File: src/rtl/forget_sig_pkg.sv
// ---------------------------------------------------------------------------
// forget_sig_pkg
// Shared definitions for the layer-1 forget-gate sigmoid interpolator and its
// reusable arithmetic core.
//   IN_W / ADDR_W / FRAC_W : signed pre-activation width and its split into a
//                            LUT address (upper bits) and a fraction (lower).
//   DATA_W                 : signed width of LUT entries and of the result.
//   lut_entry_t            : one activation LUT entry.
//   sat_to_data()          : clamps a DATA_W+2 bit signed sum to DATA_W bits.
// ---------------------------------------------------------------------------
package forget_sig_pkg;

    localparam int IN_W   = 8;
    localparam int ADDR_W = 4;
    localparam int FRAC_W = 4;
    localparam int DATA_W = 8;

    typedef logic signed [DATA_W-1:0] lut_entry_t;

    // The interpolation sum carries two guard bits, so anything outside the
    // DATA_W range is clamped to the nearest representable extreme.
    function automatic lut_entry_t sat_to_data(input logic signed [DATA_W+1:0] value);
        logic signed [DATA_W+1:0] max_v;
        logic signed [DATA_W+1:0] min_v;
        max_v = {3'b000, {(DATA_W-1){1'b1}}};
        min_v = {3'b111, {(DATA_W-1){1'b0}}};
        if (value > max_v) begin
            return max_v[DATA_W-1:0];
        end else if (value < min_v) begin
            return min_v[DATA_W-1:0];
        end else begin
            return value[DATA_W-1:0];
        end
    endfunction

endpackage

File: src/rtl/pwl_interp_calc.sv
// ---------------------------------------------------------------------------
// pwl_interp_calc
// Purely combinational piecewise-linear step shared by the LSTM gate paths:
//   y = sat(base + (((next - base) * frac) >>> FRAC_W))
// Ports:
//   base  (in, DATA_W, signed)  : LUT entry at the segment start
//   next  (in, DATA_W, signed)  : LUT entry at the segment end
//   frac  (in, FRAC_W, unsigned): position inside the segment
//   y     (out, DATA_W, signed) : saturated interpolated value
// ---------------------------------------------------------------------------
module pwl_interp_calc #(
    parameter int DATA_W = forget_sig_pkg::DATA_W,
    parameter int FRAC_W = forget_sig_pkg::FRAC_W
) (
    input  logic signed [DATA_W-1:0] base,
    input  logic signed [DATA_W-1:0] next,
    input  logic        [FRAC_W-1:0] frac,
    output logic signed [DATA_W-1:0] y
);
    import forget_sig_pkg::*;

    localparam int PROD_W = DATA_W + FRAC_W + 2;
    localparam int SUM_W  = DATA_W + 2;

    // The saturating helper is sized by the package data width, so the core
    // must be built at that width.
    if (DATA_W != forget_sig_pkg::DATA_W) begin : g_width_check
        $error("pwl_interp_calc: DATA_W must match forget_sig_pkg::DATA_W");
    end

    logic signed [DATA_W:0]   diff;
    logic signed [FRAC_W:0]   frac_s;
    logic signed [PROD_W-1:0] prod;
    logic signed [PROD_W-1:0] prod_shift;
    logic signed [SUM_W-1:0]  sum;

    // diff needs one extra bit to hold next-base across the full signed
    // range; frac is zero-extended so the product stays a signed multiply.
    // The arithmetic shift floors toward minus infinity, and the two guard
    // bits in sum keep base + slope from wrapping before saturation.
    always_comb begin
        diff       = {next[DATA_W-1], next} - {base[DATA_W-1], base};
        frac_s     = {1'b0, frac};
        prod       = PROD_W'(diff) * PROD_W'(frac_s);
        prod_shift = prod >>> FRAC_W;
        sum        = SUM_W'(base) + SUM_W'(prod_shift);
        y          = sat_to_data(sum);
    end

endmodule

File: src/rtl/forget_sig_pwl_interp.sv
// ---------------------------------------------------------------------------
// forget_sig_pwl_interp
// Three-stage pipelined piecewise-linear sigmoid for the layer-1 forget gate.
//   S1: registers the pre-activation; its upper bits address the external LUT.
//   S2: captures the LUT base/next pair and the fraction.
//   S3: registers the saturated interpolation result.
// Ports:
//   clk, rst                 : clock, synchronous active-high reset
//   in_valid/in_ready/in_x   : pre-activation input handshake
//   lut_address              : registered LUT read address
//   lut_base/lut_next        : combinational LUT read data for lut_address
//   out_valid/out_ready/out_y: activation output handshake
// ---------------------------------------------------------------------------
module forget_sig_pwl_interp #(
    parameter int IN_W   = forget_sig_pkg::IN_W,
    parameter int ADDR_W = forget_sig_pkg::ADDR_W,
    parameter int FRAC_W = forget_sig_pkg::FRAC_W,
    parameter int DATA_W = forget_sig_pkg::DATA_W
) (
    input  logic                     clk,
    input  logic                     rst,
    input  logic                     in_valid,
    output logic                     in_ready,
    input  logic signed [IN_W-1:0]   in_x,
    output logic        [ADDR_W-1:0] lut_address,
    input  logic signed [DATA_W-1:0] lut_base,
    input  logic signed [DATA_W-1:0] lut_next,
    output logic                     out_valid,
    input  logic                     out_ready,
    output logic signed [DATA_W-1:0] out_y
);

    // The input word is split exactly into address and fraction bits.
    if (ADDR_W + FRAC_W != IN_W) begin : g_split_check
        $error("forget_sig_pwl_interp: ADDR_W + FRAC_W must equal IN_W");
    end

    logic                     stall;
    logic                     v1;
    logic                     v2;
    logic signed [IN_W-1:0]   s1_x;
    logic signed [DATA_W-1:0] s2_base;
    logic signed [DATA_W-1:0] s2_next;
    logic        [FRAC_W-1:0] s2_frac;
    logic signed [DATA_W-1:0] calc_y;

    // The whole pipeline freezes only when a result is waiting and downstream
    // refuses it; otherwise every slot, bubble or not, moves forward.
    assign stall    = out_valid && !out_ready;
    assign in_ready = !stall;

    // Reading the address straight off the S1 register keeps it registered
    // and gives the LUT a full cycle before S2 samples its outputs.
    assign lut_address = s1_x[IN_W-1 -: ADDR_W];

    pwl_interp_calc #(
        .DATA_W (DATA_W),
        .FRAC_W (FRAC_W)
    ) u_calc (
        .base (s2_base),
        .next (s2_next),
        .frac (s2_frac),
        .y    (calc_y)
    );

    // All three stages advance together. Reset clears every register so no
    // in-flight sample can surface afterwards; a stall holds everything,
    // which keeps out_y/out_valid and lut_address stable.
    always_ff @(posedge clk) begin
        if (rst) begin
            s1_x      <= '0;
            v1        <= 1'b0;
            s2_base   <= '0;
            s2_next   <= '0;
            s2_frac   <= '0;
            v2        <= 1'b0;
            out_y     <= '0;
            out_valid <= 1'b0;
        end else if (!stall) begin
            s1_x      <= in_x;
            v1        <= in_valid;
            s2_base   <= lut_base;
            s2_next   <= lut_next;
            s2_frac   <= s1_x[FRAC_W-1:0];
            v2        <= v1;
            out_y     <= calc_y;
            out_valid <= v2;
        end
    end

endmodule

File: config.mk
export PLATFORM = sky130hd
export DESIGN_NAME = forget_sig_pwl_interp
export DESIGN_NICKNAME = d
export VERILOG_FILES = /design/src/rtl/forget_sig_pkg.sv /design/src/rtl/pwl_interp_calc.sv /design/src/rtl/forget_sig_pwl_interp.sv
export SDC_FILE = /design/constraint.sdc
export NUM_CORES = 1
export LEC_CHECK = 0
export ABC_CLOCK_PERIOD_IN_PS = 7600
export BUFFER_PORTS_ARGS = -buffer_cell sky130_fd_sc_hd__clkbuf_2
export CAP_MARGIN = 20
export CORE_MARGIN = 2
export CORE_UTILIZATION = 45
export CTS_BUF_LIST = sky130_fd_sc_hd__clkbuf_4 sky130_fd_sc_hd__clkbuf_8
export CTS_CLUSTER_SIZE = 24
export DETAILED_ROUTE_END_ITERATION = 7
export PLACE_DENSITY = 0.66
export RECOVER_POWER = 50
export SLEW_MARGIN = 5
export SYNTH_ARGS = -nofsm -noshare
export SYNTH_HDL_FRONTEND = slang
export SYNTH_HIERARCHICAL = 1
export SYNTH_SLANG_ARGS = --single-unit
File: constraint.sdc
create_clock -name clk -period 7.6 [get_ports clk]
set_input_delay 0.38 -clock clk [delete_from_list [all_inputs] [get_ports clk]]
set_output_delay 0.38 -clock clk [all_outputs]
set_load 0.05 [all_outputs]
# Word-level counts from Yosys, hierarchy flattened
# Index checks and enable logic that the tools add are counted.
dict set report classes {
  n_addsub 2
  multipliers 1
  n_div 0
  order_cmp 2
  eq_ne 0
  n_shift 0
  n_mux 2
  n_bitwise 0
  reduce_logical 3
}
# cell n
set op_table {}
lappend op_table {{$mux 8} 2}
lappend op_table {{$mul 9x5->14} 1}
lappend op_table {{$add 8x10->10} 1}
lappend op_table {{$gt 10x8->1 const B} 1}
lappend op_table {{$lt 10x8->1 const B} 1}
lappend op_table {{$sub 8x8->9} 1}
lappend op_table {{$logic_not 1->1} 2}
lappend op_table {{$logic_and 1x1->1} 1}
dict set report totals {
  ff_bits 39
  latch_bits 0
  mem_bits_rw 0
  mem_bits_ro 0
  inputBits 28
  n_memories 0
}

# Logic depth before layout (Yosys ltp)
# Gate-level depths: netlist of the first run.
dict set report depth {
  depth_word 6
  depth_mapped 31
  ltp_nobuf 31
}

# Cells and area by module
# Netlist of the first run, hierarchy kept.
# mod n_inst cells_each area_each_um2 seq_area_each_um2
set by_module_without_submodules {}
lappend by_module_without_submodules {pwl_interp_calc 1 265 2133.3 0.0}
lappend by_module_without_submodules {forget_sig_pwl_interp 1 174 1747.9 780.7}

# Worst setup path before layout of the first run
# Ideal clock, no wire load.
dict set report synth_timing {
  path_type {register -> register}
  start {register s2_base[1]}
  end {register out_y[4]}
  setup_ns 0.074
  arrival_ns 5.803
  required_time_ns 7.526
  slack_ns 1.723
  stages_incl_launch_ff 29
  path_buffers 0
  period_less_slack_ns 5.877
  path_cell_list {dfxtp_1 > inv_1 > ha_1 > nor2b_1 > o21ai_0 > a21boi_0 > o21a_1 > nor2_1 > xnor2_1 > and2_1 > ha_1 > fa_1 > inv_1 > fa_1 > inv_1 > ha_1 > nand2_1 > o21ai_0 > a21oi_1 > o21ba_2 > xnor2_1 > ha_1 > or4_1 > a31o_2 > xor2_1 > a21oi_2 > o31ai_2 > nand2b_1 > o21ai_0}
}
dict set report synth_via {
  elab_chain_len 6
}
# element line_no
set synth_rtl {}
lappend synth_rtl {{from (decl)} forget_sig_pwl_interp.sv:42} ;# logic signed [DATA_W-1:0] s2_base;
lappend synth_rtl {{from (signal assigned)} forget_sig_pwl_interp.sv:82} ;# s2_base <= lut_base;
lappend synth_rtl {{$sub 8x8->9} pwl_interp_calc.sv:42} ;# diff = {next[DATA_W-1], next} - {base[DATA_W-1], base};
lappend synth_rtl {{$mul 9x5->14} pwl_interp_calc.sv:44} ;# prod = PROD_W'(diff) * PROD_W'(frac_s);
lappend synth_rtl {{$add 8x10->10 *} pwl_interp_calc.sv:46} ;# sum = SUM_W'(base) + SUM_W'(prod_shift);
lappend synth_rtl {{$lt 10x8->1} forget_sig_pkg.sv:29} ;# end else if (value < min_v) begin
lappend synth_rtl {{$mux 8} forget_sig_pkg.sv:29}
lappend synth_rtl {{$mux 8 *} forget_sig_pkg.sv:27} ;# if (value > max_v) begin
lappend synth_rtl {{named net calc_y[4]} forget_sig_pwl_interp.sv:45} ;# logic signed [DATA_W-1:0] calc_y;
lappend synth_rtl {{to (signal assigned)} forget_sig_pwl_interp.sv:86} ;# out_y <= calc_y;
lappend synth_rtl {{to (decl)} forget_sig_pwl_interp.sv:30} ;# output logic signed [DATA_W-1:0] out_y
# Mark *: on every way through the listed nets, which the timed path passes. The rest lies on a longest branch.
# A chain may end at the register's enable or synchronous reset.

# Worst setup path in the final report of the first run
dict set report layout_timing {
  start {register s2_base[1]}
  end {register out_y[5]}
}
# Same word-level chain as after synthesis.

==> flow_summary_export.csv, run 1 <==
group,metric,value,unit
outcome,status,"finished with violations",
outcome,failed_checks,"max-capacitance violations, max-slew violations",
synth,synth_compound_area_share,13.5,%
placed_design,gp_congestion,0.887,
grt,grt_pass1_vias,2868,
synth,yosys.area.top_type,"dfxtp_1",
clock_tree,cts_max_path_buffers,2,
cells_and_area,antenna_cells,0,
timing,max_clock_freq,154,MHz
timing,skew,0.00789,ns
drt,first_pass_iters,4,
drt,routed_wl,7.89,mm
synth,async_flop_share,0,%
synth,synth.area.top_cells,"dfxtp_1 20%, ha_1 13%, fa_1 10%",
drt,wl_per_cell,13.8,um
timing,max-slew-margin-rel,-72.0,%
run,max_cap_violations,1,
synth,syn-instance-count,439,
worst_hold_path,min_from,"lut_base[5]",
timing,tightest_slew,2.57,ns
worst_setup_path,cpPeakStageDelay,0.54,ns
die,die_w,96.9,um
drt,num_vias,2988,
synth,synth-seq-area-share,20.1,%
synth,synth_top_family_by_area,"simple AND/OR/NAND/NOR gates",
clock_tree,cts_tree,"done",
power_and_ir_drop,p_per_area,171,mW/mm2
worst_setup_path,slowest_stage,"fa_1",
timing,fin_tns_setup,0,ns
synth,synth_nets,528,
drt,vias_per_cell,5.23,
cells_and_area,fin_nets,554,
timing,hold_slack,0.319,ns
die,initial_core_util,46.8,%
synth,ys.warnings.count,6,
synth,synth_area_per_cell,8.84,um2
grt,grt_max_degree,73,
clock_tree,post_cts_buffers,0,
cells_and_area,utilization,50.2,%
synth,ys_seq_elements,39,
worst_setup_path,worstPathRequired,7.66,ns
synth,synth_edf_count,0,
clock_tree,cts_resized,0,
worst_setup_path,cp-start-kind,"flop",
timing,finalHoldViolations,0,
clock_tree,cts_buffers,5,
power_and_ir_drop,p_leak,1.95,nW
placed_design,port_buffers,41,
cells_and_area,layoutNonFillerInstCount,571,
grt,grt_pass1_wl,13.4,mm
power_and_ir_drop,ir_drop,0.000140,V
clock_tree,clk_latency,0.29,ns
clock_tree,cts_max_level,2,
drt,drcViolationCount,0,
synth,synthSimpleGateAreaFrac,27.0,%
worst_setup_path,worstSetupPathType,"flop to flop",
die,die_h,96.9,um
timing,rsz0062_at_grt,"false",
worst_setup_path,startpoint,"s2_base[1]",
worst_hold_path,hold_class,"primary input to flop",
drt,drtIter0Drc,64,
cells_and_area,drive_above_1_share,11.8,%
timing,maxSlewViolCount,40,
placed_design,dp.cells,563,
synth,synthMuxAreaShare,2.35,%
clock_tree,ctsHoldBuffers,0,
synth,ys.flop_type,"dfxtp_1",
die,core-area,0.00830,mm2
grt,grt_overflow,0,
synth,synth-xor-area-share,5.32,%
die,ios,42,
synth,syn-cell-area,0.00388,mm2
worst_setup_path,worstReg2RegStart,"s2_base[1]",
clock_tree,clk_pin_slew,0.08,ns
worst_setup_path,critical_path_arrival,6.57,ns
synth,synth_cell_type_count,49,
grt,grt.total_usage,16.8,%
timing,post-route-min-period,6.51,ns
placed_design,hpwl,5.97,mm
drt,detail-route-antenna-nets,0,
synth,synthAdderAreaFrac,23.5,%
grt,antenna_found_initial,0,
worst_setup_path,cp_max_fo,7,
die,dieArea,0.00938,mm2
die,rows,33,
cells_and_area,fillers,809,
synth,synth_top_area_share,20.1,%
cells_and_area,syn_to_final_growth,7.41,%
timing,setup_viol,0,
timing,period_share,85.6,%
worst_setup_path,crit_path_end_kind,"flop",
clock_tree,cts.sinks,39,
clock_tree,cts_root_buffer,"clkbuf_8",
==> per-stage QoR <==
step           cell area (um2)  power (mW)  setup WS (ns)
2_1_floorplan             3880       0.503           1.72
3_3_place_gp              4100       0.571           1.31
3_5_place_dp              4100       0.576           1.20
4_1_cts                   4190       0.719           1.14
5_1_grt                   4170       0.764          0.529
6_report                  4170       0.712           1.09
==> cell usage in the layout (no fill, tap or decap), types with 2 or more instances in the layout <==
cell,netlist,layout
clkbuf_4,0,2
clkbuf_2,2,28
nor2b_1,8,9
o21a_1,6,6
nand2b_1,44,44
and3_2,3,3
xor2_1,8,8
xnor2_1,11,11
mux2i_1,8,8
nand3_1,2,2
o211a_1,2,2
a21o_1,3,3
o21bai_1,2,2
inv_1,51,51
ha_1,41,41
nor2_1,14,14
a21oi_1,15,15
clkbuf_8,0,5
o21ai_0,33,40
clkbuf_1,13,13
dfxtp_1,39,39
nand4bb_1,33,33
fa_1,20,20
nand2_1,18,18
nor3_1,2,2
and2_1,17,17
o21ai_1,14,7
==> path summary, 6_finish.rpt <==
check | end | slack [ns] | cells past startpoint
setup / recovery | out_y[5] | 1.09 | 28
hold / removal | s2_base[5] | 0.32 | 3
setup reg to reg | out_y[5] | 1.09 | 28
hold reg to reg | out_valid | 0.47 | 2
==> flip-flops by register name, summed over array words and instances (netlist names) <==
name / count
v1: 1
s2_base: 8
s2_frac: 4
out_valid: 1
out_y: 8
v2: 1
s1_x: 8
s2_next: 8
==> area by class of cell <==
cell class | count | area (um2) | area share [%]
clock buffers | 7 | 83.8 | 2.01
clock inverters | 1 | 5.00 | 0.120
inverters | 52 | 195 | 4.68
multi-input cells | 325 | 2780 | 66.6
flip-flops and latches | 39 | 781 | 18.7
well taps | 105 | 131 | 3.15
repair buffers | 42 | 196 | 4.71
==> layer usage <==
metal	track usage (%)	part of all wire, %
met5	0	0
met2	26.9	46
met4	3.25	0.71
met1	24.6	51
met3	1.81	2.6
==> kinds of logic after synthesis <==
| kind of cell | after synthesis |
|---|---|
| compound gates | 85 |
| flops | 39 |
| fa+ha+maj | 61 |
| mux | 9 |
| buf+inv | 75 |
| xor+xnor | 21 |
| simple gates | 149 |
==> report_power, final <==
| group | internal (mW) | switching [mW] |
|---|---|---|
| combinational | 0.119 | 0.203 |
| clock | 0.0717 | 0.0726 |
| sequential | 0.228 | 0.0167 |
| total | 0.419 | 0.293 |
==> worst max-delay path, delay by kind of cell (launching register included) <==
family                   cells  cell delay, ns
adder cells (fa/ha/maj)      6            2.22
buffers and inverters        3            0.19
AND/OR/NAND/NOR              6            1.10
AO/OA/AOI/OAI               10            1.92
flip-flops                   1            0.40
XOR/XNOR                     3            0.44
==> synth_stat cells (all sizes together) (3+ instances only) <==
library cell and instances:
and3 4, nor2 14, a21o 3, inv 52, xor2 8, clkbuf 15
xnor2 12, nor2b 10, and2 18, buf 8, fa 20, ha 41
a21oi 16, mux2i 8, o21ai 48, nand2b 44, dfxtp 39, nand2 18
o21a 6, nand4bb 33
No activity file was read; power rests on OpenSTA's default activity.
==> run 2: changes to the inputs <==
Settings changed: ABC_AREA set to 1.
==> run 2 against run 1 <==
First-iteration DRC count grew 100%. Utilization grew 0.11 points. Global-route usage grew 2.2 points. Combinational power grew 50%. Synthesized cell count grew 37%. Area after synthesis grew 3.4%. Hold slack lost 0.071 ns. Die area grew 3.2%. Clock skew shrank 0.00093 ns. Critical path type unchanged. Power grew 26%. Via count grew 20%. The run still ends with max-capacitance violations, max-slew violations left.
==> flow_summary_export.csv, run 2 <==
group,metric,value,unit
synth,synth_nets,692,
clock_tree,cts.sinks,39,
clock_tree,ctsHoldBuffers,0,
cells_and_area,antenna_cells,0,
clock_tree,cts_root_buffer,"clkbuf_8",
timing,skew,0.00697,ns
synth,synth_area_per_cell,6.65,um2
placed_design,hpwl,7.02,mm
placed_design,dp.cells,735,
run,max_cap_violations,1,
drt,drtIter0Drc,130,
die,ios,42,
worst_hold_path,hold_class,"primary input to flop",
drt,routed_wl,8.74,mm
power_and_ir_drop,p_leak,2.43,nW
clock_tree,cts_tree,"done",
worst_setup_path,cp_max_fo,7,
timing,period_share,81.1,%
worst_setup_path,cp_common_cell,"nand2_1",
synth,synth.area.top_cells,"dfxtp_1 19%, ha_1 13%, inv_1 11%",
grt,grt_max_degree,41,
synth,ys.flop_type,"dfxtp_1",
grt,antenna_found_initial,0,
synth,ys.warnings.count,6,
clock_tree,clk_latency,0.29,ns
grt,grt_pass1_wl,15.5,mm
timing,finalHoldViolations,0,
clock_tree,cts_buffers,5,
drt,detail-route-antenna-nets,0,
power_and_ir_drop,p_per_area,205,mW/mm2
outcome,failed_checks,"max-capacitance violations, max-slew violations",
die,die_w,98.4,um
drt,dr_wl_met2,4.31,mm
timing,max_clock_freq,162,MHz
worst_setup_path,cp-start-kind,"flop",
timing,setup_viol,0,
synth,async_flop_share,0,%
synth,synth_cell_type_count,38,
clock_tree,cts_max_level,2,
timing,max-slew-margin-rel,-14.7,%
worst_setup_path,worstPathRequired,7.79,ns
drt,drcViolationCount,0,
grt,grt_overflow,0,
placed_design,port_buffers,41,
synth,syn-instance-count,603,
cells_and_area,layoutNonFillerInstCount,743,
drt,first_pass_iters,5,
timing,post-route-min-period,6.16,ns
synth,netlist_top_cells_count,"117 x inv_1, 117 x nand2_1, 111 x nor2_1",
clock_tree,post_cts_buffers,0,
synth,synth_top_area_share,19.5,%
timing,rsz0062_at_grt,"false",
synth,yosys.area.top_type,"dfxtp_1",
timing,tightest_slew,1.72,ns
cells_and_area,drive_above_1_share,11.2,%
cells_and_area,layout_common_cells,"117 x inv_1, 117 x nand2_1, 110 x nor2_1, 53 x nand3_1, 41 x ha_1",
drt,wl_per_cell,11.8,um
timing,maxSlewViolCount,41,
die,die_h,98.4,um
drt,m1WireLength,4.10,mm
grt,grt_pass1_vias,3495,
worst_setup_path,slowest_stage,"fa_1",
synth,synth-seq-area-share,19.5,%
worst_setup_path,crit_path_end_kind,"flop",
grt,grt.total_usage,19.0,%
worst_setup_path,cpPeakStageDelay,0.55,ns
drt,num_vias,3588,
die,core-area,0.00868,mm2
die,rows,34,
power_and_ir_drop,ir_drop,0.000199,V
synth,synth_edf_count,0,
outcome,status,"finished with violations",
worst_setup_path,critical_path_arrival,6.35,ns
cells_and_area,syn_to_final_growth,8.89,%
worst_setup_path,worstSetupPathType,"flop to flop",
drt,met3WireLength,256,um
clock_tree,clk_pin_slew,0.08,ns
clock_tree,cts_max_path_buffers,2,
cells_and_area,fin_nets,723,
drt,vias_per_cell,4.83,
synth,ys_seq_elements,39,
clock_tree,cts_resized,0,
placed_design,gp_congestion,0.843,
timing,fin_tns_setup,0,ns
synth,syn-cell-area,0.00401,mm2
die,dieArea,0.00969,mm2
die,initial_core_util,46.2,%
drt,dr.max_layer_used,"met4",
==> run 2: logic make-up after synthesis <==
family,synth area share [%]
and+or+nand+nor,32.3
buffers and inverters,14.5
adders and majority gates,22.8
DFF,19.5
AOI/OAI and AO/OA,6.86
xor gates and xnor gates,4.12
==> run 2: per-stage QoR <==
step                area [um2]  hold WS [ns]  total power, mW  setup slack (ns)  util, %
global placement          4260         0.461            0.732              1.66     49.0
floorplan                 4010         0.429            0.642              2.11        -
CTS                       4390         0.240            0.906              1.50     50.6
detailed placement        4280         0.472            0.742              1.53     49.4
global route              4370         0.262            0.973             0.893     50.3
finish                    4370         0.248            0.894              1.44     50.3
==> run 2: path summary, 6_finish.rpt <==
| check | start | to | slack, ns | cells after the start |
|---|---|---|---|---|
| max | s2_base[2] | out_y[1] | 1.44 | 35 |
| min | rst | out_valid | 0.25 | 2 |
| max reg2reg | s2_base[2] | out_y[1] | 1.44 | 35 |
| min reg2reg | v2 | out_valid | 0.49 | 2 |
==> run 2: critical path, delay by kind of cell (launching register included) <==
family,cells,cell delay [ns]
fa+ha+maj,6,2.47
simple gates,18,2.02
compound gates,5,0.68
flops,1,0.37
buf+inv,5,0.36
xor+xnor,1,0.16
==> run 2: cell type report <==
| cell class | instances | area (um2) |
|---|---|---|
| Sequential cell | 39 | 781 |
| Tap cell | 108 | 135 |
| Clock buffer | 8 | 104 |
| Inverter | 125 | 469 |
| Timing Repair Buffer | 44 | 229 |
| Fill cell | 919 | 4310 |
| Multi-Input combinational cell | 419 | 2650 |
==> run 2: per-layer routing <==
metal	up-vias	GRT usage, %
li1	1892	-
met1	1618	25.8
met2	71	33.2
met3	7	1.70
met4	0	3.79
met5	-	0
==> run 2: power breakdown <==
| group | internal, mW | total [mW] | switching (mW) |
|---|---|---|---|
| clock network | 0.0865 | 0.159 | 0.0730 |
| registers | 0.233 | 0.252 | 0.0188 |
| logic | 0.161 | 0.483 | 0.322 |
| total | 0.481 | 0.894 | 0.413 |
